<file path="config.mk">
export PLATFORM = sky130hd
export DESIGN_NAME = hazard_gen
export DESIGN_NICKNAME = d
export VERILOG_FILES = /design/src/rtl/hazard_pkg.sv /design/src/rtl/hazard_gen_exc_sequencer.sv /design/src/rtl/hazard_gen.sv
export SDC_FILE = /design/constraint.sdc
export NUM_CORES = 1
export LEC_CHECK = 0
export ABC_AREA = 1
export CORE_MARGIN = 10
export CORE_UTILIZATION = 35
export DETAILED_ROUTE_END_ITERATION = 10
export PLACE_DENSITY = 0.79
export SYNTH_ARGS = -nofsm -noshare
export SYNTH_HDL_FRONTEND = slang
export SYNTH_SLANG_ARGS = --single-unit
</file>
<file path="constraint.sdc">
create_clock -name clk -period 2.14 [get_ports clk]
set_clock_uncertainty 0.15 [all_clocks]
set_input_delay 0.428 -clock clk [delete_from_list [all_inputs] [get_ports clk]]
set_output_delay 0.428 -clock clk [all_outputs]
set_load 0.01 [all_outputs]
</file>
<file path="src/rtl/hazard_pkg.sv">
// hazard_pkg: exception-sequencer states, ARM vector codes and request priority helpers
package hazard_pkg;
    typedef enum logic [1:0] {IDLE, DRAIN, REDIRECT} exc_state_t;
    typedef logic [2:0] exc_vec_t;
    localparam exc_vec_t VEC_NONE = 3'd0;
    localparam exc_vec_t VEC_UND  = 3'd1;
    localparam exc_vec_t VEC_SWI  = 3'd2;
    localparam exc_vec_t VEC_PABT = 3'd3;
    localparam exc_vec_t VEC_DABT = 3'd4;
    localparam exc_vec_t VEC_IRQ  = 3'd6;
    localparam exc_vec_t VEC_FIQ  = 3'd7;
    localparam int REQ_SWI  = 0;
    localparam int REQ_UND  = 1;
    localparam int REQ_PABT = 2;
    localparam int REQ_DABT = 3;
    localparam int REQ_IRQ  = 4;
    localparam int REQ_FIQ  = 5;
    function automatic exc_vec_t exc_prio(input logic [5:0] req);
        return req[REQ_DABT] ? VEC_DABT : req[REQ_FIQ] ? VEC_FIQ : req[REQ_IRQ] ? VEC_IRQ :
               req[REQ_PABT] ? VEC_PABT : req[REQ_UND] ? VEC_UND : req[REQ_SWI] ? VEC_SWI : VEC_NONE;
    endfunction
    function automatic logic [2:0] exc_rank(input exc_vec_t v);
        return v == VEC_DABT ? 3'd6 : v == VEC_FIQ ? 3'd5 : v == VEC_IRQ ? 3'd4 :
               v == VEC_PABT ? 3'd3 : v == VEC_UND ? 3'd2 : v == VEC_SWI ? 3'd1 : 3'd0;
    endfunction
endpackage

</file>
<file path="src/rtl/hazard_gen_exc_sequencer.sv">
// exc_sequencer: drains the pipe on an exception request, then strobes a one-cycle PC redirect
module exc_sequencer
    import hazard_pkg::*;
(
    input  logic       clk,
    input  logic       reset,
    input  logic [5:0] req,
    input  logic       hold,
    output logic       busy,
    output logic       redirect,
    output logic [2:0] vector
);
    exc_state_t state, state_nxt;
    exc_vec_t   vec, vec_nxt, req_vec;
    always_ff @(posedge clk) begin
        if (reset) begin
            state <= IDLE;
            vec   <= VEC_NONE;
        end else begin
            state <= state_nxt;
            vec   <= vec_nxt;
        end
    end
    always_comb begin
        req_vec   = exc_prio(req);
        state_nxt = state == IDLE  ? (|req ? DRAIN : IDLE) :
                    state == DRAIN ? (hold ? DRAIN : REDIRECT) : IDLE;
        vec_nxt   = state == IDLE  ? req_vec :
                    state == DRAIN ? (exc_rank(req_vec) > exc_rank(vec) ? req_vec : vec) : VEC_NONE;
    end
    always_comb begin
        busy     = !reset && state != IDLE;
        redirect = !reset && state == REDIRECT;
        vector   = busy ? vec : VEC_NONE;
    end
endmodule

</file>
<file path="src/rtl/hazard_gen.sv">
// hazard_gen: operand forwarding, counted load-use bubble and stall/flush generation for the LEG pipe
module hazard_gen
    import hazard_pkg::*;
#(
    parameter int NREAD   = 2,
    parameter int LOADLAT = 1
) (
    input  logic               clk,
    input  logic               reset,
    input  logic [NREAD-1:0]   MatchE_M,
    input  logic [NREAD-1:0]   MatchE_W,
    input  logic [NREAD-1:0]   MatchD_E,
    input  logic               RegWriteM,
    input  logic               RegWriteW,
    input  logic               MemtoRegE,
    input  logic               BranchTakenE,
    input  logic               PCWrPendingF,
    input  logic               PCSrcW,
    input  logic               DStall,
    input  logic               IStall,
    input  logic               MultStallD,
    input  logic               uOpStallD,
    input  logic               LDMSTMforwardE,
    input  logic [5:0]         ExcReq,
    output logic [2*NREAD-1:0] ForwardE,
    output logic               StallF,
    output logic               StallD,
    output logic               StallE,
    output logic               StallM,
    output logic               StallW,
    output logic               FlushD,
    output logic               FlushE,
    output logic               FlushW,
    output logic               StalluOp,
    output logic               IncrementE,
    output logic               ExcBusy,
    output logic               ExcRedirect,
    output logic [2:0]         ExcVector
);
    localparam logic [1:0] LD_INIT = 2'(LOADLAT - 1);
    logic [1:0] ld_cnt;
    logic       ld_hit, ldr_stall, frz, run;
    for (genvar i = 0; i < NREAD; i++) begin : g_fwd
        assign ForwardE[2*i +: 2] = reset ? 2'b00 :
                                    (MatchE_M[i] & RegWriteM) | (i == 0 && LDMSTMforwardE) ? 2'b10 :
                                    (MatchE_W[i] & RegWriteW) ? 2'b01 : 2'b00;
    end
    // the bubble counter freezes with the rest of the pipe so frozen cycles do not count
    always_ff @(posedge clk) begin
        if (reset)
            ld_cnt <= 2'd0;
        else if (!frz)
            ld_cnt <= ld_cnt != 2'd0 ? ld_cnt - 2'd1 : ld_hit ? LD_INIT : 2'd0;
    end
    exc_sequencer u_exc (
        .clk      (clk),
        .reset    (reset),
        .req      (ExcReq),
        .hold     (frz | MultStallD),
        .busy     (ExcBusy),
        .redirect (ExcRedirect),
        .vector   (ExcVector)
    );
    always_comb begin
        run        = !reset;
        frz        = DStall | IStall;
        ld_hit     = |MatchD_E & MemtoRegE;
        ldr_stall  = (ld_hit & ld_cnt == 2'd0) | (ld_cnt != 2'd0);
        StallE     = run & frz;
        StallM     = run & frz;
        StallW     = run & frz;
        FlushW     = reset | frz;
        StallD     = run & (ldr_stall | frz | uOpStallD | MultStallD);
        StalluOp   = run & (ldr_stall | frz | MultStallD);
        StallF     = run & (StallD | PCWrPendingF | ExcBusy);
        FlushE     = reset | ldr_stall | BranchTakenE | ExcRedirect;
        FlushD     = reset | PCWrPendingF | PCSrcW | BranchTakenE | IStall | ExcBusy;
        IncrementE = LDMSTMforwardE;
    end
endmodule

</file>
======== Yosys cells after proc, flatten, opt, wreduce, memory -nomap -nowiden ========
Cells that the tools add are included.
word-level totals
  output and inout bits ................... 19
  register bits after elaboration ......... 7
  bits of input ports ..................... 25
  logic and storage cells ................. 91
cells by class
  add/subtract/negate cells ............... 1
  bitwise operators ....................... 29
  muxes and demuxes ....................... 33
  $lt $le $gt $ge ......................... 1
  reduce and logical (&&, ||, !) cells .... 9
  eq/ne operators ......................... 15
operators with widths
  kind                                                                number
  3-bit two-way mux                                                   19
  1-bit bitwise OR                                                    19
  3-bit == test, second input constant                                6
  2-bit two-way mux                                                   9
  3-bit by 2-bit == test with 1-bit output, second input constant     4
  1-bit bitwise AND                                                   10
  3-bit by 1-bit == test with 1-bit output, second input constant     2
  6-bit OR reduction                                                  1
  1-bit two-way mux                                                   5
  2-bit logical NOT                                                   2
  2-bit nonzero test                                                  2
  3-bit greater-than comparator                                       1
  3-bit by 2-bit != test with 1-bit output, second input constant     1
  2-bit by 1-bit == test with 1-bit output, second input constant     1
  2-bit == test, second input constant                                1
  1-bit logical AND                                                   2
  2-bit OR reduction                                                  1
  2-bit by 1-bit subtractor with 2-bit output, second input constant  1
  1-bit logical NOT                                                   1

======== Logic depth before layout (Yosys ltp) ========
Gate-level depths: netlist of the first run.
  word-level depth ........................ 17
  gate-level depth with buffers ........... 13
  depth with buffers taken out ............ 13

======== Hierarchy ========
Synthesis of the first run repeated with hierarchy kept, for this count alone.
unflattened totals
  cells, all modules ...................... 113
  area, all modules ....................... 655.6 um2
by module, submodules not included
  module         area each (um2)  cells an instance  instances  seq. area each (um2)
  exc_sequencer  419.2            71                 1          100.1
  hazard_gen     236.5            42                 1          40.0

======== Least setup slack after synthesis of the first run ========
Ideal clock, no wire load.
  path type ............................... input to register
  start point ............................. input port ExcReq[4]
  end point ............................... register u_exc.vec[0]
  arrival time ............................ 1,545 ps
  stages on the path ...................... 11
  buffers on the path ..................... 0
  path slack .............................. 330 ps
  required time ........................... 1,875 ps
  setup time .............................. 115 ps
  cells stage by stage .................... nor2_1 > inv_1 > nor2_1 > inv_1 > ha_1 > a21oi_1 > nand2_1 > nand2_2 > nand3_1 > nand2_1 > nor2_1
on the way
  cells in the longest elaborated chain, start to end .. 12
  elaborated cells between the ends (all ways) .. 20
  those cells by class .................... order compare (1); eq/ne (7); mux (12)
ends and longest elaborated chain
  what                                                line                            RTL
  from (decl)                                         hazard_gen.sv:24                input logic [5:0] ExcReq,
  3-bit two-way mux * (3 in a row)                    hazard_pkg.sv:19                return req[REQ_DABT] ? VEC_DABT : req[REQ_FIQ] ? VEC_FIQ : req[REQ_IRQ] ? VEC_IRQ :
  3-bit by 2-bit == test with 1-bit output            hazard_pkg.sv:24                v == VEC_PABT ? 3'd3 : v == VEC_UND ? 3'd2 : v == VEC_SWI ? 3'd1 : 3'd0;
  1-bit two-way mux                                   hazard_pkg.sv:24
  3-bit two-way mux (2 in a row)                      hazard_pkg.sv:24
  3-bit two-way mux (3 in a row)                      hazard_pkg.sv:23                return v == VEC_DABT ? 3'd6 : v == VEC_FIQ ? 3'd5 : v == VEC_IRQ ? 3'd4 :
  3-bit greater-than comparator                       hazard_gen_exc_sequencer.sv:29  state == DRAIN ? (exc_rank(req_vec) > exc_rank(vec) ? req_vec : vec) : VEC_NONE;
  3-bit by 2-bit != test with 1-bit output (no line)  --
  to (signal assigned)                                hazard_gen_exc_sequencer.sv:21  vec <= vec_nxt;
  to (decl)                                           hazard_gen_exc_sequencer.sv:14  exc_vec_t vec, vec_nxt, req_vec;
Mark *: on every way between the ends. The rest lies on a longest branch, timed or not. The select of a mux whose other input is x is not followed.
A chain may end at the register's enable or synchronous reset.

======== Worst setup path in the final report of the first run ========
  start point ............................. input port reset
  end point ............................... output port FlushW
on the way
  cells in the longest elaborated chain, start to end .. 1
ends and longest elaborated chain
  what              line              RTL
  from (decl)       hazard_gen.sv:9   input logic reset,
  1-bit bitwise OR  hazard_gen.sv:72  FlushW = reset | frz;
  to (decl)         hazard_gen.sv:33  output logic FlushW,
No other way between the ends.

==> flow_summary.json, run 1 <==
{
  "drc": 0,
  "setup_viol": 0,
  "drv_slew": 0,
  "cts.clk_slew.worst_paths_ps": 50,
  "htreeDepth": 1,
  "synthArstFlopShare": 0,
  "syn-instance-count": 110,
  "first_iter_violations": 21,
  "cp-end-kind": "primary output",
  "hold_end": "u_exc.state[1]$_SDFF_PP0_",
  "power_density_mw_per_mm2": 408.9,
  "min_period_ps": 2062,
  "wl_um": 2347,
  "clk_latency_ps": 260,
  "pwr-share-comb": 0.462,
  "numPortBuffers": 43,
  "dieHeight_um": 63.53,
  "yosysTopAreaCellShare": 0.2113,
  "synthesis.area_um2": 663.1,
  "seqPwrFrac": 0.289,
  "grt_max_degree": 8,
  "cts_buffer_depth": 2,
  "cts_buffers": 3,
  "cap_violations": 0,
  "dpl-instance-area_mm2": 0.001162,
  "yosysMostFrequentCell": "nor2_1",
  "grt_pass1_wl_um": 3822,
  "syn_nets": 138,
  "internal_power_uw": 328.9,
  "gp_congestion": 0.8042,
  "vdd_ir_drop_max_v": 0.0003621,
  "p_leak_uw": 0.0006081,
  "holdCritPathClass": "reg2reg",
  "synth_xor_area_frac": 0,
  "worstPathArrival_ps": 1480,
  "drt-pass1-iter-count": 4,
  "synth_mux_area_frac": 0,
  "r2r_cells": 10,
  "cp-start-kind": "input pin",
  "critPathRequiredTime_ps": 1560,
  "rows": 15,
  "synth_cell_types": 23,
  "overflow": 0,
  "swShare": 0.3488,
  "initial_core_util": 0.3759,
  "syn_area_per_cell_um2": 6.029,
  "grt_pass1_vias": 951,
  "core_mm2": 0.001764,
  "timing.fmax_mhz": 484.9,
  "cts_sinks": 7,
  "hold_start": "u_exc.state[1]$_SDFF_PP0_",
  "final_cells": 190,
  "rsz0062_at_grt": "false",
  "yosysTopAreaCell": "dfxtp_1",
  "clkPwrFrac": 0.249,
  "synthSimpleGateAreaFrac": 0.4528,
  "die-width_um": 63.53,
  "p_total_uw": 505.0,
  "dieArea_mm2": 0.004035,
  "ys.flop_type": "dfxtp_1",
  "relSlewSlack": 0.7744,
  "synthToLayoutAreaGrowth_pct": 86.23,
  "dpl.cell_count": 183,
  "synthAdderAreaFrac": 0.05660,
  "synth_common_cells": "19 x nor2_1, 14 x inv_1, 14 x nand2_1",
  "drive_above_1_share": 0.2788,
  "ant_nets": 0,
  "ctsHoldBuffers": 0,
  "dp_hpwl_um": 1994,
  "switchingPower_uw": 176.1,
  "wl_per_cell_um": 12.35,
  "tightestPinTransition_ps": 334.8,
  "rr_startpoint": "u_exc.vec[0]$_SDFFE_PP0P_",
  "nets": 194,
  "synth_area_leaders": "dfxtp_1 21%, nor2_1 11%, inv_1 7.9%, nand2_1 7.9%, nand3_1 7.5%",
  "reg2reg_slack_ps": 370,
  "fin_crit_sh": 0.9637,
  "antenna_found_initial": 0,
  "synth-warning-count": 0,
  "finalHoldViolations": 0,
  "boundaryPins": 44,
  "yosysSeqAreaShare": 0.2113,
  "ys_ff_latch": 7,
  "crit_type": "in2out",
  "track_usage": 0.1162,
  "status": "completed",
  "rr_endpoint": "u_exc.vec[1]$_SDFFE_PP0P_",
  "via_per_inst": 4.674,
  "crit_path_max_fanout": 6,
  "tritoncts": "done",
  "holdPathStages": 1,
  "dr_total_vias": 888,
  "synth_compound_area_frac": 0.1189,
  "final_area_mm2": 0.001235,
  "synth_top_family_by_area": "simple AND/OR/NAND/NOR gates",
  "root_buffer": "clkbuf_4",
  "worst_hold_slack_ps": 315.5,
  "postLayoutCoreUtil": 0.7000,
  "n_antenna_cell": 0,
  "synth-edff-count": 0
}
[cell type report]
class	instances	area (µm²)
timing repair buffer	55	495.5
inverter	20	76.32
multi-input combinational	79	460.4
clock buffer	4	26.28
tap	25	31.28
fill	154	529.3
sequential	7	145.1
[layout by cell type, fill, tap and decap left out]
cell type        netlist  layout
buf_2                  0       3
nand2_2                2       2
o21ai_0                2       2
dlymetal6s2s_1         0       2
clkdlybuf4s50_1        0      23
clkbuf_1               0       1
clkinv_2               1       1
ha_4                   0       1
nand3_1               10      10
ha_1                   3       2
nand3b_1               2       2
dlygate4sd2_1          0      13
a21oi_1                7       4
clkdlybuf4s15_2        0       1
nor2_2                 4       7
clkbuf_4               0       3
clkdlybuf4s15_1        0       1
a21oi_2                0       3
inv_2                  5       6
dfxtp_4                0       1
nor2_1                19      15
dfxtp_2                0       1
inv_1                 14      13
nor2_4                 2       3
buf_4                  4      12
nand2_1               14      14
nor3_1                 4       4
nor4_1                 1       1
o31ai_1                1       1
a21o_1                 1       1
and2_4                 0       2
o21ai_1                2       2
o2111ai_1              1       1
nand4_1                2       2
dfxtp_1                7       5
[worst max-delay path by stage]
stage | start | cells past startpoint | end
5_1_grt | MatchD_E[1] | 6 | StalluOp
2_1_floorplan | ExcReq[4] | 11 | u_exc.vec[0]$_SDFFE_PP0P_
3_3_place_gp | IStall | 7 | StallD
3_5_place_dp | reset | 4 | ExcRedirect
6_report | reset | 4 | FlushW
4_1_cts | MatchD_E[1] | 5 | FlushE
[stage by stage]
stage	setup TNS, ps	setup WS [ps]
after CTS	0	29.84
after global routing	0	7.220
after global placement	-5429	-374.0
final	0	77.71
after detailed placement	-5839	-374.4
after floorplan	0	330.1
[layer usage]
metal | track usage | wire length, µm
met1 | 0.1007 | 855
met2 | 0.1935 | 1104
met3 | 0.1042 | 367
met4 | 0.03279 | 19
met5 | 0 | 0
[power groups by stage]
stage / combinational [µW] / clock (µW) / sequential, µW
after floorplan: 117 / 0 / 148
after global placement: 219 / 0 / 149
after detailed placement: 226 / 0 / 149
after CTS: 218 / 126 / 146
after global routing: 260 / 139 / 146
final: 234 / 126 / 146
[repair_timing]
| action | CTS | global route |
|---|---|---|
| endpoints found under the setup margin | 18 | 8 |
| resized for setup | 34 | 13 |
| buffers inserted | 1 | 2 |
| pin swaps | 1 | 4 |
[flip-flops by register name, indices dropped and copies added, names as in the netlist]
signal       count
u_exc.vec        3
u_exc.state      2
ld_cnt           2
[cells by family after synthesis]
| logic type | after synthesis |
|---|---|
| simple gates | 62 |
| buf+inv | 24 |
| compound gates | 14 |
| flops | 7 |
| fa+ha+maj | 3 |
[worst max-delay path, stage by stage]
cell	delay [ps]
clkdlybuf4s15_2	260
clkinv_2	130
nand2_1	110
clkdlybuf4s50_1	550
Note: power is estimated with default switching activity, not from simulation.
==> inputs of run 2 (changes only) <==
--- a/config.mk
+++ b/config.mk
@@ -8,6 +8,7 @@
 export ABC_AREA = 1
 export CORE_MARGIN = 10
 export CORE_UTILIZATION = 35
+export CTS_CLUSTER_SIZE = 25
 export DETAILED_ROUTE_END_ITERATION = 10
 export PLACE_DENSITY = 0.79
 export SYNTH_ARGS = -nofsm -noshare
==> results of run 2 <==
The final DEF is identical to that of run 1; final timing and power are the same.
